===== src/rtl/vga_box_motion_ctrl.sv =====
// vga_box_motion_ctrl: frame-synchronous position update for two boxes via one shared step/wrap unit.
// Coordinates are published atomically on the edge into DONE.
module vga_box_motion_ctrl #(
    parameter int H_ACTIVE  = 1280,
    parameter int V_ACTIVE  = 720,
    parameter int BOX_W     = 64,
    parameter int BOX_H     = 64,
    parameter int SLOW_STEP = 2,
    parameter int FAST_STEP = 6,
    parameter int POS_W     = 11
) (
    input  logic             clk,
    input  logic             rst,
    input  logic             v_sync,
    input  logic [3:0]       key_n,
    input  logic [1:0]       move_en,
    input  logic             sw_fast,
    output logic [POS_W-1:0] xpos_1,
    output logic [POS_W-1:0] ypos_1,
    output logic [POS_W-1:0] xpos_2,
    output logic [POS_W-1:0] ypos_2,
    output logic             busy,
    output logic             frame_done,
    output logic             overrun
);
    typedef enum logic [2:0] {IDLE, LATCH, B1X, B1Y, B2X, B2Y, DONE} state_t;

    localparam logic [POS_W:0] LIM_X = (POS_W+1)'(H_ACTIVE - BOX_W);
    localparam logic [POS_W:0] LIM_Y = (POS_W+1)'(V_ACTIVE - BOX_H);
    localparam logic [POS_W:0] STP_S = (POS_W+1)'(SLOW_STEP);
    localparam logic [POS_W:0] STP_F = (POS_W+1)'(FAST_STEP);
    // Packed order: [0]=x1, [1]=y1, [2]=x2, [3]=y2
    localparam logic [3:0][POS_W-1:0] POS_RST = {POS_W'(V_ACTIVE - BOX_H), POS_W'(H_ACTIVE - BOX_W),
                                                 POS_W'(0), POS_W'(0)};

    state_t state_q, state_d;
    logic [1:0] vs_q;
    logic vs_prev_q;
    logic [3:0] key_s1_q, key_s2_q, dir_q;
    logic [1:0] men_s1_q, men_s2_q, men_q;
    logic fast_s1_q, fast_s2_q, fast_q;
    logic overrun_q, overrun_d;
    logic [3:0][POS_W-1:0] sh_q, sh_d, pos_q, pos_d;
    logic tick, is_x, plus, minus, unit_on;
    logic [1:0] idx;
    logic [POS_W:0] p, s, lim, sum, res;

    assign tick = vs_q[1] & ~vs_prev_q;

    always_comb begin
        idx     = state_q == B1Y ? 2'd1 : state_q == B2X ? 2'd2 : state_q == B2Y ? 2'd3 : 2'd0;
        unit_on = state_q inside {B1X, B1Y, B2X, B2Y};
        is_x    = ~idx[0];
        p       = {1'b0, sh_q[idx]};
        s       = fast_q ? STP_F : STP_S;
        lim     = is_x ? LIM_X : LIM_Y;
        plus    = is_x ? dir_q[0] : dir_q[1];
        minus   = is_x ? dir_q[3] : dir_q[2];
        sum     = p + s;
        res     = (plus & ~minus) ? (sum <= lim ? sum : '0) :
                  (minus & ~plus) ? (p >= s ? p - s : lim) : p;
        sh_d    = state_q == LATCH ? pos_q : sh_q;
        if (unit_on && men_q[idx[1]]) sh_d[idx] = res[POS_W-1:0];
        pos_d     = state_q == B2Y ? sh_d : pos_q;
        overrun_d = overrun_q | (tick & (state_q != IDLE));
    end

    always_comb begin
        state_d = state_q;
        case (state_q)
            IDLE:    state_d = tick ? LATCH : IDLE;
            DONE:    state_d = IDLE;
            default: state_d = state_t'(state_q + 3'd1);
        endcase
    end

    always_ff @(posedge clk or negedge rst) begin
        if (!rst) begin
            state_q   <= IDLE;
            vs_q      <= '0;
            vs_prev_q <= 1'b0;
            key_s1_q  <= '1;
            key_s2_q  <= '1;
            men_s1_q  <= '0;
            men_s2_q  <= '0;
            fast_s1_q <= 1'b0;
            fast_s2_q <= 1'b0;
            dir_q     <= '0;
            men_q     <= '0;
            fast_q    <= 1'b0;
            overrun_q <= 1'b0;
            sh_q      <= POS_RST;
            pos_q     <= POS_RST;
        end else begin
            state_q   <= state_d;
            vs_q      <= {vs_q[0], v_sync};
            vs_prev_q <= vs_q[1];
            key_s1_q  <= key_n;
            key_s2_q  <= key_s1_q;
            men_s1_q  <= move_en;
            men_s2_q  <= men_s1_q;
            fast_s1_q <= sw_fast;
            fast_s2_q <= fast_s1_q;
            overrun_q <= overrun_d;
            sh_q      <= sh_d;
            pos_q     <= pos_d;
            if (state_q == LATCH) begin
                dir_q  <= ~key_s2_q;
                men_q  <= men_s2_q;
                fast_q <= fast_s2_q;
            end
        end
    end

    assign xpos_1     = pos_q[0];
    assign ypos_1     = pos_q[1];
    assign xpos_2     = pos_q[2];
    assign ypos_2     = pos_q[3];
    assign busy       = state_q != IDLE;
    assign frame_done = state_q == DONE;
    assign overrun    = overrun_q;
endmodule


===== config.mk =====
export PLATFORM = sky130hd
export DESIGN_NAME = vga_box_motion_ctrl
export DESIGN_NICKNAME = d
export VERILOG_FILES = /design/src/rtl/vga_box_motion_ctrl.sv
export SDC_FILE = /design/constraint.sdc
export NUM_CORES = 1
export LEC_CHECK = 0
export CAP_MARGIN = 20
export CORE_MARGIN = 4
export CORE_UTILIZATION = 58
export CTS_BUF_LIST = sky130_fd_sc_hd__clkbuf_2
export CTS_CLUSTER_DIAMETER = 50
export DETAILED_ROUTE_END_ITERATION = 8
export PLACE_DENSITY = 0.79
export SYNTH_ARGS = -nofsm -noshare
export SYNTH_HDL_FRONTEND = slang
export SYNTH_SLANG_ARGS = --single-unit

===== constraint.sdc =====
create_clock -name clk -period 13 [get_ports clk]
set_input_delay 1.3 -clock clk [delete_from_list [all_inputs] [get_ports clk]]
set_output_delay 1.3 -clock clk [all_outputs]
set_load 0.1 [all_outputs]

==> impl_metrics.yaml <==
logic_synthesis:
  syn_area_um2: 6506
  ys_seq_area_share_pct: 45.00
  synthFlopType: "dfrtp_1"
  synth-edff-count: 0
  synthArstFlopShare_pct: 100.0
  ys_types: 71
  yosysWarnings: 0
  syn_inst: 743
  syn_area_per_cell_um2: 8.757
  synth_nets: 769
  ys_seq_elements: 116
worst_setup_path:
  r2r-end: "sh_q[28]"
  cp-end-kind: "flop"
  cp-start-kind: "flop"
  crit_required_ns: 13.68
  rrSetupSlack_ns: 6.50
  crit_type: "reg2reg"
  crit_path_max_fanout: 30
  rr_worst_depth: 19
  rr_startpoint: "state_q[2]"
  worst-endpoint-arrival_ns: 7.18
timing:
  fin_skew_ns: 0.05433
  relSlewSlack_pct: 30.08
  hold_slack_ns: 0.3125
  setup_slack_ns: 6.499
  finalSetupViolations: 0
  period_needed_ns: 6.501
  slew_viol_final: 0
  fin_crit_sh_pct: 50.01
  tightest_slew_ns: 1.046
  fmax_mhz: 153.8
  rsz0062_at_grt: "false"
  finalHoldViolCount: 0
  tns_ns: 0
placement:
  place_area_um2: 7117
  place_hpwl_mm: 14.14
  place_ws_ns: 6.688
  port_buffers: 56
  globalplace.congestion: 1.054
cts:
  cts_hold_buf: 0
  clkLatencyLatePin_ns: 0.76
  ctsResizeCount: 0
  cts_buffers: 17
  cts_buffer_depth: 2
  cts-root-buf: "clkbuf_2"
  cts.sinks: 116
  cts_tree: "yes"
  cts_setup_buffers: 0
  htreeDepth: 4
  clkTransAtPathRegs_ns: 0.23
min_path:
  min_path_type: "reg2reg"
  worstHoldStart: "fast_s1_q"
  holdPathStages: 0
  holdPathEnd: "fast_s2_q"
global_routing:
  grt_pass1_vias: 5714
  gr-total-overflow: 0
  use_met3_pct: 9.019
  grt_antenna_before_repair: 0
  grt_max_degree: 66
  busiest_layer: "met2"
  met2_usage_pct: 47.94
  grtUsageMet1_pct: 46.15
  grtUsageTotal_pct: 32.77
  grt_pass1_wl_mm: 32.53
routing:
  vias: 6090
  drc: 0
  vias_per_cell: 6.506
  drt_iter0_drc: 776
  wl_per_cell_um: 21.96
  routed_wirelength_mm: 20.56
  first_pass_iters: 6
  ant_nets: 0
floorplanning:
  die-area_um2: 12980
  die_h_um: 113.9
  core_region_area_um2: 10890
  io_pins: 57
  rows: 38
  start_util_pct: 59.76
  die_w_um: 113.9
finish:
  final_nets: 809
  syn2layout_area_growth_pct: 12.90
  drive_above_1_share_pct: 11.43
  postLayoutCellArea_um2: 7346
  diodes: 0
  layout_common_cells: "nand2_1, dfrtp_1, a21oi_1"
  layout_commonest_cell: "nand2_1"
status:
  outcome: "finished, final reports clean"
job:
  maxCapViolCount: 0
[critical path, stage by stage (launching register included)]
cell and delay [ns]:
dfrtp_1 0.54, inv_1 0.21, ha_1 0.87, or3b_2 0.28, a31oi_1 0.08, o211ai_1 0.31
inv_1 0.17, ha_1 0.31, o21bai_2 0.22, a2111oi_4 0.58, nand3_1 0.16, xnor2_1 0.35
ha_1 0.32, nand2_1 0.13, nor2_1 0.07, mux2i_1 0.34, nor2_2 0.16, o31ai_4 0.73
a21oi_1 0.38, a21oi_1 0.23
[cell usage after synthesis, drive strengths merged, types with 3 or more instances]
| cell type | number | area (um2) |
|---|---|---|
| nor3 | 10 | 50.05 |
| o21bai | 3 | 26.27 |
| and2 | 13 | 81.33 |
| nor2 | 35 | 148.9 |
| o31ai | 6 | 58.81 |
| clkbuf | 30 | 112.6 |
| nand4 | 5 | 31.28 |
| ha | 14 | 175.2 |
| mux2i | 6 | 60.06 |
| nand3b | 4 | 30.03 |
| dfrtp | 96 | 2402 |
| nand3 | 13 | 65.06 |
| xnor2 | 5 | 43.79 |
| o21a | 3 | 23.77 |
| buf | 13 | 80.07 |
| o211ai | 3 | 22.52 |
| inv | 18 | 67.56 |
| a2111oi | 4 | 55.06 |
| nand4b | 3 | 41.29 |
| a211oi | 15 | 122.6 |
| a21oi | 74 | 374.1 |
| a221oi | 4 | 35.03 |
| and3 | 46 | 287.8 |
| nand2b | 10 | 62.56 |
| o2111ai | 3 | 26.28 |
| nor2b | 13 | 81.33 |
| dfstp | 20 | 525.5 |
| a31oi | 13 | 87.58 |
| nor3b | 8 | 60.06 |
| o22ai | 3 | 25.02 |
| or3 | 7 | 43.79 |
| o21ai | 66 | 341.6 |
| nand2 | 149 | 566.8 |
| and3b | 3 | 26.28 |
[cells by family after synthesis]
family | share of synthesized area [%]
adders and majority gates | 3.308
buffers and inverters | 4.000
muxes | 1.096
xor gates and xnor gates | 0.8077
AOI/OAI and AO/OA | 20.65
DFF | 45.00
and+or+nand+nor | 25.14
[area by class of cell]
type	instances	area [um2]
clock buffer	19	95.09
timing repair buffer	64	618.1
tap	140	175.2
inverter	18	67.56
sequential	116	2928
fill	929	3542
multi-input combinational	566	3328
clock inverter	13	133.9
[flip-flops by register name, indices dropped and copies added, names as in the netlist, 3 cells and up]
name      flops
dir_q         4
key_s1_q      4
key_s2_q      4
sh_q         44
state_q       3
xpos_1       11
xpos_2       11
ypos_1       11
ypos_2       11
[per-stage QoR]
step                cells  util (%)
floorplan             743         -
global placement      904     65.36
detailed placement    904     65.36
CTS                   936     67.47
global route          936     67.47
finish                936     67.47
[worst max path at each step]
stage | start | cells past startpoint | endpoint
finish | state_q[2] | 19 | sh_q[28]
global route | state_q[2] | 19 | sh_q[15]
CTS | state_q[2] | 19 | sh_q[28]
detailed placement | state_q[2] | 19 | sh_q[39]
global placement | state_q[2] | 19 | ypos_2[6]
floorplan | state_q[0] | 23 | xpos_2[4]
[layer usage]
layer	wire length, um	vias up
met4	728	0
met2	9262	363
li1	-	2716
met1	8409	2950
met3	2156	61
met5	0	-
Power is not shown: default switching activity piles up to over one toggle a cycle in this logic, so the estimate is an artifact.
